==> src/rtl/regfile_pkg.sv <==
// regfile_pkg: types and constants shared by the register-file writeback path.
//   REG_ADDR_W / REG_DATA_W : default register address and data widths (32x32 file)
//   REG_ZERO                : architectural zero register index
//   CONFLICT_CNT_W          : width of the contention statistics counter
//   pri_state_t             : round-robin priority pointer (PRI0 favours req0)
package regfile_pkg;

  localparam int REG_ADDR_W = 5;
  localparam int REG_DATA_W = 32;
  localparam logic [REG_ADDR_W-1:0] REG_ZERO = 5'd0;
  localparam int CONFLICT_CNT_W = 16;

  typedef enum logic {
    PRI0 = 1'b0,
    PRI1 = 1'b1
  } pri_state_t;

endpackage

==> src/rtl/rr_arbiter2.sv <==
// rr_arbiter2: two-way round-robin arbiter with a stall input.
//   clk, rst        : clock and synchronous active-high reset (pointer -> PRI0)
//   stall           : 1 = grant nothing, pointer holds
//   valid0, valid1  : request lines
//   grant0, grant1  : one-hot (or zero) grant, combinational from valid/stall/pointer
// The pointer moves away from whichever source was granted, so a source that
// keeps its request up is served within two unstalled cycles.
module rr_arbiter2
  import regfile_pkg::*;
(
  input  logic clk,
  input  logic rst,
  input  logic stall,
  input  logic valid0,
  input  logic valid1,
  output logic grant0,
  output logic grant1
);

  pri_state_t state_reg;
  pri_state_t state_next;

  always_ff @(posedge clk) begin
    if (rst) begin
      state_reg <= PRI0;
    end else begin
      state_reg <= state_next;
    end
  end

  always_comb begin
    grant0     = 1'b0;
    grant1     = 1'b0;
    state_next = state_reg;
    // No grants while reset is asserted so nothing is accepted into a stage
    // that is being cleared.
    if (!rst && !stall) begin
      case (state_reg)
        PRI0: begin
          grant0 = valid0;
          grant1 = valid1 & ~valid0;
        end
        PRI1: begin
          grant1 = valid1;
          grant0 = valid0 & ~valid1;
        end
        default: begin
          grant0 = 1'b0;
          grant1 = 1'b0;
        end
      endcase
    end
    if (grant0) begin
      state_next = PRI1;
    end else if (grant1) begin
      state_next = PRI0;
    end
  end

endmodule

==> src/rtl/regfile_wb_arbiter.sv <==
// regfile_wb_arbiter: shares the register-file write port between the ALU
// writeback (req0) and the load writeback (req1).
//   clk, rst                      : clock, synchronous active-high reset
//   stall                         : 1 = accept nothing this cycle
//   req0_valid/addr/data, req0_ready : ALU writeback handshake
//   req1_valid/addr/data, req1_ready : load writeback handshake
//   wr_en, wr_addr, wr_data       : registered write port (1-cycle latency)
//   conflict_cnt                  : saturating count of unstalled both-valid cycles
// Optional macro WB_FWD_EN adds rd_addr1/rd_addr2 inputs and fwd_hit1/2,
// fwd_data1/2 outputs that expose the in-flight write to register readers.
module regfile_wb_arbiter
  import regfile_pkg::*;
#(
  parameter int DATA_W    = REG_DATA_W,
  parameter int ADDR_W    = REG_ADDR_W,
  parameter int DROP_ZERO = 1
) (
  input  logic                      clk,
  input  logic                      rst,
  input  logic                      stall,
  input  logic                      req0_valid,
  input  logic [ADDR_W-1:0]         req0_addr,
  input  logic [DATA_W-1:0]         req0_data,
  output logic                      req0_ready,
  input  logic                      req1_valid,
  input  logic [ADDR_W-1:0]         req1_addr,
  input  logic [DATA_W-1:0]         req1_data,
  output logic                      req1_ready,
`ifdef WB_FWD_EN
  input  logic [ADDR_W-1:0]         rd_addr1,
  input  logic [ADDR_W-1:0]         rd_addr2,
  output logic                      fwd_hit1,
  output logic                      fwd_hit2,
  output logic [DATA_W-1:0]         fwd_data1,
  output logic [DATA_W-1:0]         fwd_data2,
`endif
  output logic                      wr_en,
  output logic [ADDR_W-1:0]         wr_addr,
  output logic [DATA_W-1:0]         wr_data,
  output logic [CONFLICT_CNT_W-1:0] conflict_cnt
);

  logic grant0;
  logic grant1;
  logic grant_any;
  logic [ADDR_W-1:0] sel_addr;
  logic [DATA_W-1:0] sel_data;
  logic sel_is_zero;

  logic                      wr_en_reg;
  logic [ADDR_W-1:0]         wr_addr_reg;
  logic [DATA_W-1:0]         wr_data_reg;
  logic [CONFLICT_CNT_W-1:0] conflict_cnt_reg;

  rr_arbiter2 u_arb (
    .clk    (clk),
    .rst    (rst),
    .stall  (stall),
    .valid0 (req0_valid),
    .valid1 (req1_valid),
    .grant0 (grant0),
    .grant1 (grant1)
  );

  assign req0_ready = grant0;
  assign req1_ready = grant1;
  assign grant_any  = grant0 | grant1;
  assign sel_addr   = grant1 ? req1_addr : req0_addr;
  assign sel_data   = grant1 ? req1_data : req0_data;
  // Zero-register writes complete the handshake but are suppressed at the port.
  assign sel_is_zero = (DROP_ZERO != 0) && (sel_addr == ADDR_W'(REG_ZERO));

  always_ff @(posedge clk) begin
    if (rst) begin
      wr_en_reg        <= 1'b0;
      wr_addr_reg      <= '0;
      wr_data_reg      <= '0;
      conflict_cnt_reg <= '0;
    end else begin
      wr_en_reg <= grant_any & ~sel_is_zero;
      if (grant_any) begin
        wr_addr_reg <= sel_addr;
        wr_data_reg <= sel_data;
      end
      if (req0_valid && req1_valid && !stall && (conflict_cnt_reg != '1)) begin
        conflict_cnt_reg <= conflict_cnt_reg + 1'b1;
      end
    end
  end

  assign wr_en        = wr_en_reg;
  assign wr_addr      = wr_addr_reg;
  assign wr_data      = wr_data_reg;
  assign conflict_cnt = conflict_cnt_reg;

`ifdef WB_FWD_EN
  logic [ADDR_W-1:0] rd_addr_arr  [2];
  logic              fwd_hit_arr  [2];
  logic [DATA_W-1:0] fwd_data_arr [2];

  assign rd_addr_arr[0] = rd_addr1;
  assign rd_addr_arr[1] = rd_addr2;

  // Register 0 never forwards: it always reads as zero from the file itself.
  for (genvar gi = 0; gi < 2; gi++) begin : g_fwd
    assign fwd_hit_arr[gi]  = wr_en_reg && (wr_addr_reg == rd_addr_arr[gi]) &&
                              (rd_addr_arr[gi] != ADDR_W'(REG_ZERO));
    assign fwd_data_arr[gi] = fwd_hit_arr[gi] ? wr_data_reg : '0;
  end

  assign fwd_hit1  = fwd_hit_arr[0];
  assign fwd_hit2  = fwd_hit_arr[1];
  assign fwd_data1 = fwd_data_arr[0];
  assign fwd_data2 = fwd_data_arr[1];
`endif

endmodule

==> config.mk <==
export PLATFORM = sky130hd
export DESIGN_NAME = regfile_wb_arbiter
export DESIGN_NICKNAME = d
export VERILOG_FILES = /design/src/rtl/regfile_pkg.sv /design/src/rtl/rr_arbiter2.sv /design/src/rtl/regfile_wb_arbiter.sv
export SDC_FILE = /design/constraint.sdc
export NUM_CORES = 1
export LEC_CHECK = 0
export CORE_ASPECT_RATIO = 0.9
export CORE_MARGIN = 1.5
export CORE_UTILIZATION = 50
export CTS_CLUSTER_DIAMETER = 80
export DETAILED_ROUTE_END_ITERATION = 6
export DONT_BUFFER_PORTS = 1
export GPL_TIMING_DRIVEN = 1
export PLACE_DENSITY_LB_ADDON = 0.2
export SLEW_MARGIN = 30
export SYNTH_ARGS = -nofsm -noshare
export SYNTH_HDL_FRONTEND = slang
export SYNTH_SLANG_ARGS = --single-unit
==> constraint.sdc <==
create_clock -name clk -period 2 [get_ports clk]
set_input_delay 0 -clock clk [delete_from_list [all_inputs] [get_ports clk]]
set_output_delay 0 -clock clk [all_outputs]
set_load 0.01 [all_outputs]
==> metrics.cfg, run 1 <==
[clock_network]
cts_buffers = 5
clock-sinks = 55
worstSkewPairLatency_ns = 0.31
postCtsSetupRepairBufs = 0
clockRootBuffer = clkbuf_8
clockBufferDepth = 2
h-tree-depth = 2
tritoncts = built
clkTransAtPathRegs_ns = 0.10

[route]
drt_pass1_iterations = 4
wl_per_cell_um = 17.47
wl_um = 7287
routed_via_density = 5.849
drc_errors = 0
num_vias = 2439
drt_iter0_markers = 117
postRouteAntennaNets = 0

[grt]
gr-total-overflow = 0
track_usage_pct = 25.50
grt_pass1_vias = 2395
antenna_found_initial = 0
grt_pass1_wl_um = 11260
gr-usage-met3_pct = 9.045
grt.busiest_layer = met2
met1_usage_pct = 28.18
grt_use_met2_pct = 46.17
grt_start_max_net_pins = 57

[flow_run]
cap_violations = 0

[synthesis]
yosys_warnings = 0
yosysTopAreaCellShare_pct = 42.49
yosysSeqAreaShare_pct = 42.49
netlist_top_cells_area = dfxtp_1 42%, mux2i_1 15%, a211oi_1 11%
syn_inst = 277
yosys.area.top_type = dfxtp_1
ys.flop_type = dfxtp_1
synth_edf_count = 0
ys_seq_elements = 55
syn_nets = 357
syn_avg_cell_area_um2 = 9.355
synthArstFlopShare_pct = 0
syn_area_mm2 = 0.002591
synth_cell_types = 38

[floorplan]
die_width_um = 78.89
dieArea_mm2 = 0.005624
core_mm2 = 0.004925
die_h_um = 71.30
ios = 135
rows = 24
start_util_pct = 52.62

[min_path]
whs_path_depth = 3
holdPathEnd = wr_data[28]$_SDFFE_PP0P_
hold_class = input pin to flip-flop
holdCritStartpoint = rst

[cells_and_area]
final-seq-area_mm2 = 0.001101
stdcell_count = 417
final_area_mm2 = 0.003595
final_core_util_pct = 72.99
nNetsFinal = 431
layout-drive-gt1-share_pct = 7.955
fillerInstances = 380
diodes = 0
multi_input_area_mm2 = 0.001394
final_cell_mix = 79 x dlygate4sd3_1, 55 x dfxtp_1, 43 x nor2_1, 38 x mux2i_1, 35 x a211oi_1
final_common_cell = dlygate4sd3_1
largest_reg_flops = 32
synthToLayoutAreaGrowth_pct = 38.73

[critical_path]
crit_path_end_kind = flip-flop
r2r_setup_slack_ns = 0.04
startpoint_type = flip-flop
crit_type = flip-flop to flip-flop
arrival_ns = 2.17
worstReg2RegEnd = wr_data[12]$_SDFFE_PP0P_
r2r-start = u_arb.state_reg$_SDFFE_PP0P_
worst_r2r_path_depth = 6
worstPathRequired_ns = 2.21
worstPathMaxFanout = 46

[timing]
clock_skew_ns = 0.01257
hold_viol = 0
fin_ws_ns = 0.04274
drv_slew = 0
timing.hold.ws_ns = 0.2328
layout_min_cycle_time_ns = 1.957
setup-violations-final = 0
fin_crit_sh_pct = 97.86
fmax_ghz = 0.5109
slew_headroom_pct = 67.76
fin_tns_setup_ns = 0
worst_pin_slew_ns = 0.4836

[power]
vdd_drop_max_v = 0.0003271
total_power_mw = 2.266
power_density_mw_per_mm2 = 630.4
power_leakage_nw = 1.601

[place]
dp.cells = 329
place_ws_ns = 0.2221
gp_congestion = 0.7518
dpl_cell_area_mm2 = 0.002646
hpwlAfterDp_um = 3901
io_buffers = 0

[run_status]
status = finished, final reports clean

-- synthesized netlist by cell type (2+ instances only) --
master and number:
dfxtp_1 55, nor2_1 43, mux2i_1 38, a211oi_1 37, a21oi_1 15, clkbuf_1 13, or4_1 8, o31ai_1 7
inv_1 6, nand3_1 5, nand2b_1 4, nor3_1 4, o21ai_0 4, or3_1 4, buf_2 3, nand2_1 3
nand4_1 3, a211o_1 2, buf_4 2, nor2b_1 2, or2_2 2
-- how the worst max path moves through the flow --
stage / startpoint / end
6_report: u_arb.state_reg$_SDFFE_PP0P_ / wr_data[12]$_SDFFE_PP0P_
2_1_floorplan: conflict_cnt[0]$_SDFFE_PP0P_ / conflict_cnt[0]$_SDFFE_PP0P_
3_3_place_gp: conflict_cnt[0]$_SDFFE_PP0P_ / conflict_cnt[0]$_SDFFE_PP0P_
3_5_place_dp: conflict_cnt[0]$_SDFFE_PP0P_ / conflict_cnt[0]$_SDFFE_PP0P_
4_1_cts: u_arb.state_reg$_SDFFE_PP0P_ / wr_data[12]$_SDFFE_PP0P_
5_1_grt: u_arb.state_reg$_SDFFE_PP0P_ / wr_data[12]$_SDFFE_PP0P_
-- power breakdown --
group,switching (mW),leakage (nW),internal [mW]
Clock,0.375,0.0587,0.380
Combinational,0.121,1.09,0.182
Sequential,0.0614,0.448,1.15
-- metal layers --
metal,routed length [µm],share of wire [%]
met5,0,0
met4,108,1.5
met3,562,7.7
met2,3739,51
met1,2877,39
-- worst max-delay path: stages, from the launching register on --
cell and delay (ns):
dfxtp_1 0.40, inv_1 0.06, a211o_2 0.31, buf_6 0.21, nor2_1 0.21, a211oi_2 0.08
dlygate4sd3_1 0.58
-- logic make-up after synthesis --
group           Yosys count  share of synthesized area (%)
compound gates           68                          18.01
simple gates             88                          19.27
buf+inv                  26                          4.490
fa+ha+maj                 1                         0.4828
flops                    55                          42.49
mux                      39                          15.26
-- timing repair --
action                                 CTS  global route
hold buffers                            80             0
setup endpoints to repair                0             7
gates resized for setup                  0             4
endpoints found under the hold margin   55             0
-- layout make-up --
type,count,share of cell area [%]
Tap cell,65,2.262
Timing Repair Buffer,87,24.47
Sequential cell,55,30.63
Inverter,6,0.6265
Multi-Input combinational cell,196,38.77
Clock buffer,5,1.914
Clock inverter,3,1.323
(Power assumes the default switching activity.)
==> run 2, diff against run 1 <==
Settings changed: CELL_PAD_IN_SITES_DETAIL_PLACEMENT from default to 1, CELL_PAD_IN_SITES_GLOBAL_PLACEMENT from default to 1, CORE_UTILIZATION 50 to 44.
==> metrics.cfg, run 2 (synthesized netlist as in run 1, its figures left out) <==
[run_status]
status = finished, final reports clean

[critical_path]
arrival_ns = 2.24
worstPathRequired_ns = 2.25
crit_path_end_kind = flip-flop
cpPeakStageDelay_ns = 0.59
worstReg2RegEnd = wr_data[1]$_SDFFE_PP0P_
crit_path_cell_trace = a211o_2, buf_4, mux2i_1, a211oi_1, dlygate4sd3_1
worst_r2r_path_depth = 5
crit_type = flip-flop to flip-flop
r2r_setup_slack_ns = 0.02
startpoint_type = flip-flop
r2r-start = u_arb.state_reg$_SDFFE_PP0P_
worstPathMaxFanout = 17
crit_slowest_cell = dlygate4sd3_1

[floorplan]
dieArea_mm2 = 0.006359
die_h_um = 75.81
die_width_um = 83.89
ios = 135
rows = 26
core_mm2 = 0.005693
start_util_pct = 45.52

[route]
wl_per_cell_um = 20.71
routed_via_density = 5.877
drt_pass1_iterations = 4
drc_errors = 0
wl_um = 8761
postRouteAntennaNets = 0
num_vias = 2486
drt_iter0_markers = 73

[min_path]
holdPathEnd = conflict_cnt[7]$_SDFFE_PP0P_
whs_path_depth = 2
hold_class = input pin to flip-flop
holdCritStartpoint = rst

[timing]
worst_pin_slew_ns = 0.4319
fmax_ghz = 0.5042
drv_slew = 0
timing.hold.ws_ns = 0.02242
slew_headroom_pct = 71.21
hold_viol = 0
fin_tns_setup_ns = 0
fin_crit_sh_pct = 99.18
setup-violations-final = 0
rsz0062_at_grt = true
layout_min_cycle_time_ns = 1.984
clock_skew_ns = 0.002869

[grt]
grt_pass1_wl_um = 12910
antenna_found_initial = 0
grt_pass1_vias = 2543
grt_start_max_net_pins = 57
gr-total-overflow = 0
track_usage_pct = 25.82

[cells_and_area]
final_cell_mix = 78 x dlygate4sd3_1, 55 x dfxtp_1, 42 x nor2_1, 38 x mux2i_1, 32 x a211oi_1
final_common_cell = dlygate4sd3_1
diodes = 0
final_core_util_pct = 63.45
largest_reg_flops = 32
fillerInstances = 618
synthToLayoutAreaGrowth_pct = 39.40
nNetsFinal = 433
layout-drive-gt1-share_pct = 9.348

[place]
hpwlAfterDp_um = 4685
gp_congestion = 0.7473
io_buffers = 0

[power]
p_comb_share_pct = 14.0
power_leakage_nw = 1.652
sw_frac_of_total_pct = 24.94
power_density_mw_per_mm2 = 627.9
clockPowerShare_pct = 32.6
p_int_mw = 1.703
vdd_drop_max_v = 0.0004433
seqPwrFrac_pct = 53.4
p_switching_uw = 565.6

[clock_network]
clock-sinks = 55
clockBufferDepth = 2
tritoncts = built
clkTransAtPathRegs_ns = 0.10
clockRootBuffer = clkbuf_8
worstSkewPairLatency_ns = 0.31
h-tree-depth = 2
cts_buffers = 5

[flow_run]
cap_violations = 0

run 2: cell count changes in the layout (fill, tap and decap cells not counted), sizes merged:
| cell | previous run | this run |
|---|---|---|
| dlygate4sd3 | 79 | 78 |
| inv | 7 | 6 |
| buf | 8 | 11 |
| clkbuf | 5 | 6 |
| clkinv | 1 | 0 |
run 2: worst max path at each step:
| stage | start | end | slack [ns] | cells after the start |
|---|---|---|---|---|
| 4_1_cts | u_arb.state_reg$_SDFFE_PP0P_ | wr_data[10]$_SDFFE_PP0P_ | 0.05 | 5 |
| 3_5_place_dp | conflict_cnt[0]$_SDFFE_PP0P_ | conflict_cnt[0]$_SDFFE_PP0P_ | 0.24 | 5 |
| 3_3_place_gp | conflict_cnt[0]$_SDFFE_PP0P_ | conflict_cnt[0]$_SDFFE_PP0P_ | 0.26 | 5 |
| 5_1_grt | u_arb.state_reg$_SDFFE_PP0P_ | wr_data[28]$_SDFFE_PP0P_ | -0.04 | 5 |
| 6_report | u_arb.state_reg$_SDFFE_PP0P_ | wr_data[1]$_SDFFE_PP0P_ | 0.02 | 5 |
| 2_1_floorplan | conflict_cnt[0]$_SDFFE_PP0P_ | conflict_cnt[0]$_SDFFE_PP0P_ | 0.28 | 5 |
run 2: worst max-delay path: cells and delay by family (launching register included):
family	cells	cell delay (ns)
multiplexers	1	0.16
AO/OA/AOI/OAI	2	0.59
buffers and inverters	2	0.82
flip-flops	1	0.35
run 2: layer usage:
metal	GRT usage, %	share of wire, %
met1	28.37	39
met2	50.72	54
met3	6.501	5.1
met4	6.922	1.6
met5	0	0
run 2: layout make-up:
| type | instances | area (µm²) | area share, % |
|---|---|---|---|
| tap | 70 | 87.58 | 2.425 |
| clock buffer | 6 | 72.57 | 2.009 |
| inverter | 6 | 22.52 | 0.6235 |
| clock inverter | 1 | 30.03 | 0.8313 |
| timing repair buffer | 89 | 894.6 | 24.77 |
| sequential | 55 | 1101 | 30.48 |
| multi-input combinational | 196 | 1404 | 38.86 |
run 2: power groups by stage:
stage          sequential (mW)  combinational, mW  clock, mW
6_report                  1.21              0.318      0.739
5_1_grt                   1.22              0.342      0.785
3_5_place_dp              1.23              0.142          0
2_1_floorplan             1.22              0.138          0
3_3_place_gp              1.23              0.134          0
4_1_cts                   1.21              0.294      0.747
run 2: stage by stage:
stage                     setup slack (ns)  power (mW)  instances  cell area (µm²)
after floorplan                     0.2846       1.357        277             2591
after global placement              0.2586       1.364        337             2663
after detailed placement            0.2445       1.373        337             2663
after CTS                          0.04900       2.248        423             3573
after global routing              -0.04296       2.342        423             3612
final                              0.01649       2.268        423             3612
run 2: what timing repair did:
item	in CTS	in global routing
setup buffers	0	0
gates resized for setup	0	9
hold buffers	79	0
endpoints found under the hold margin	55	0
setup endpoints to repair	0	25
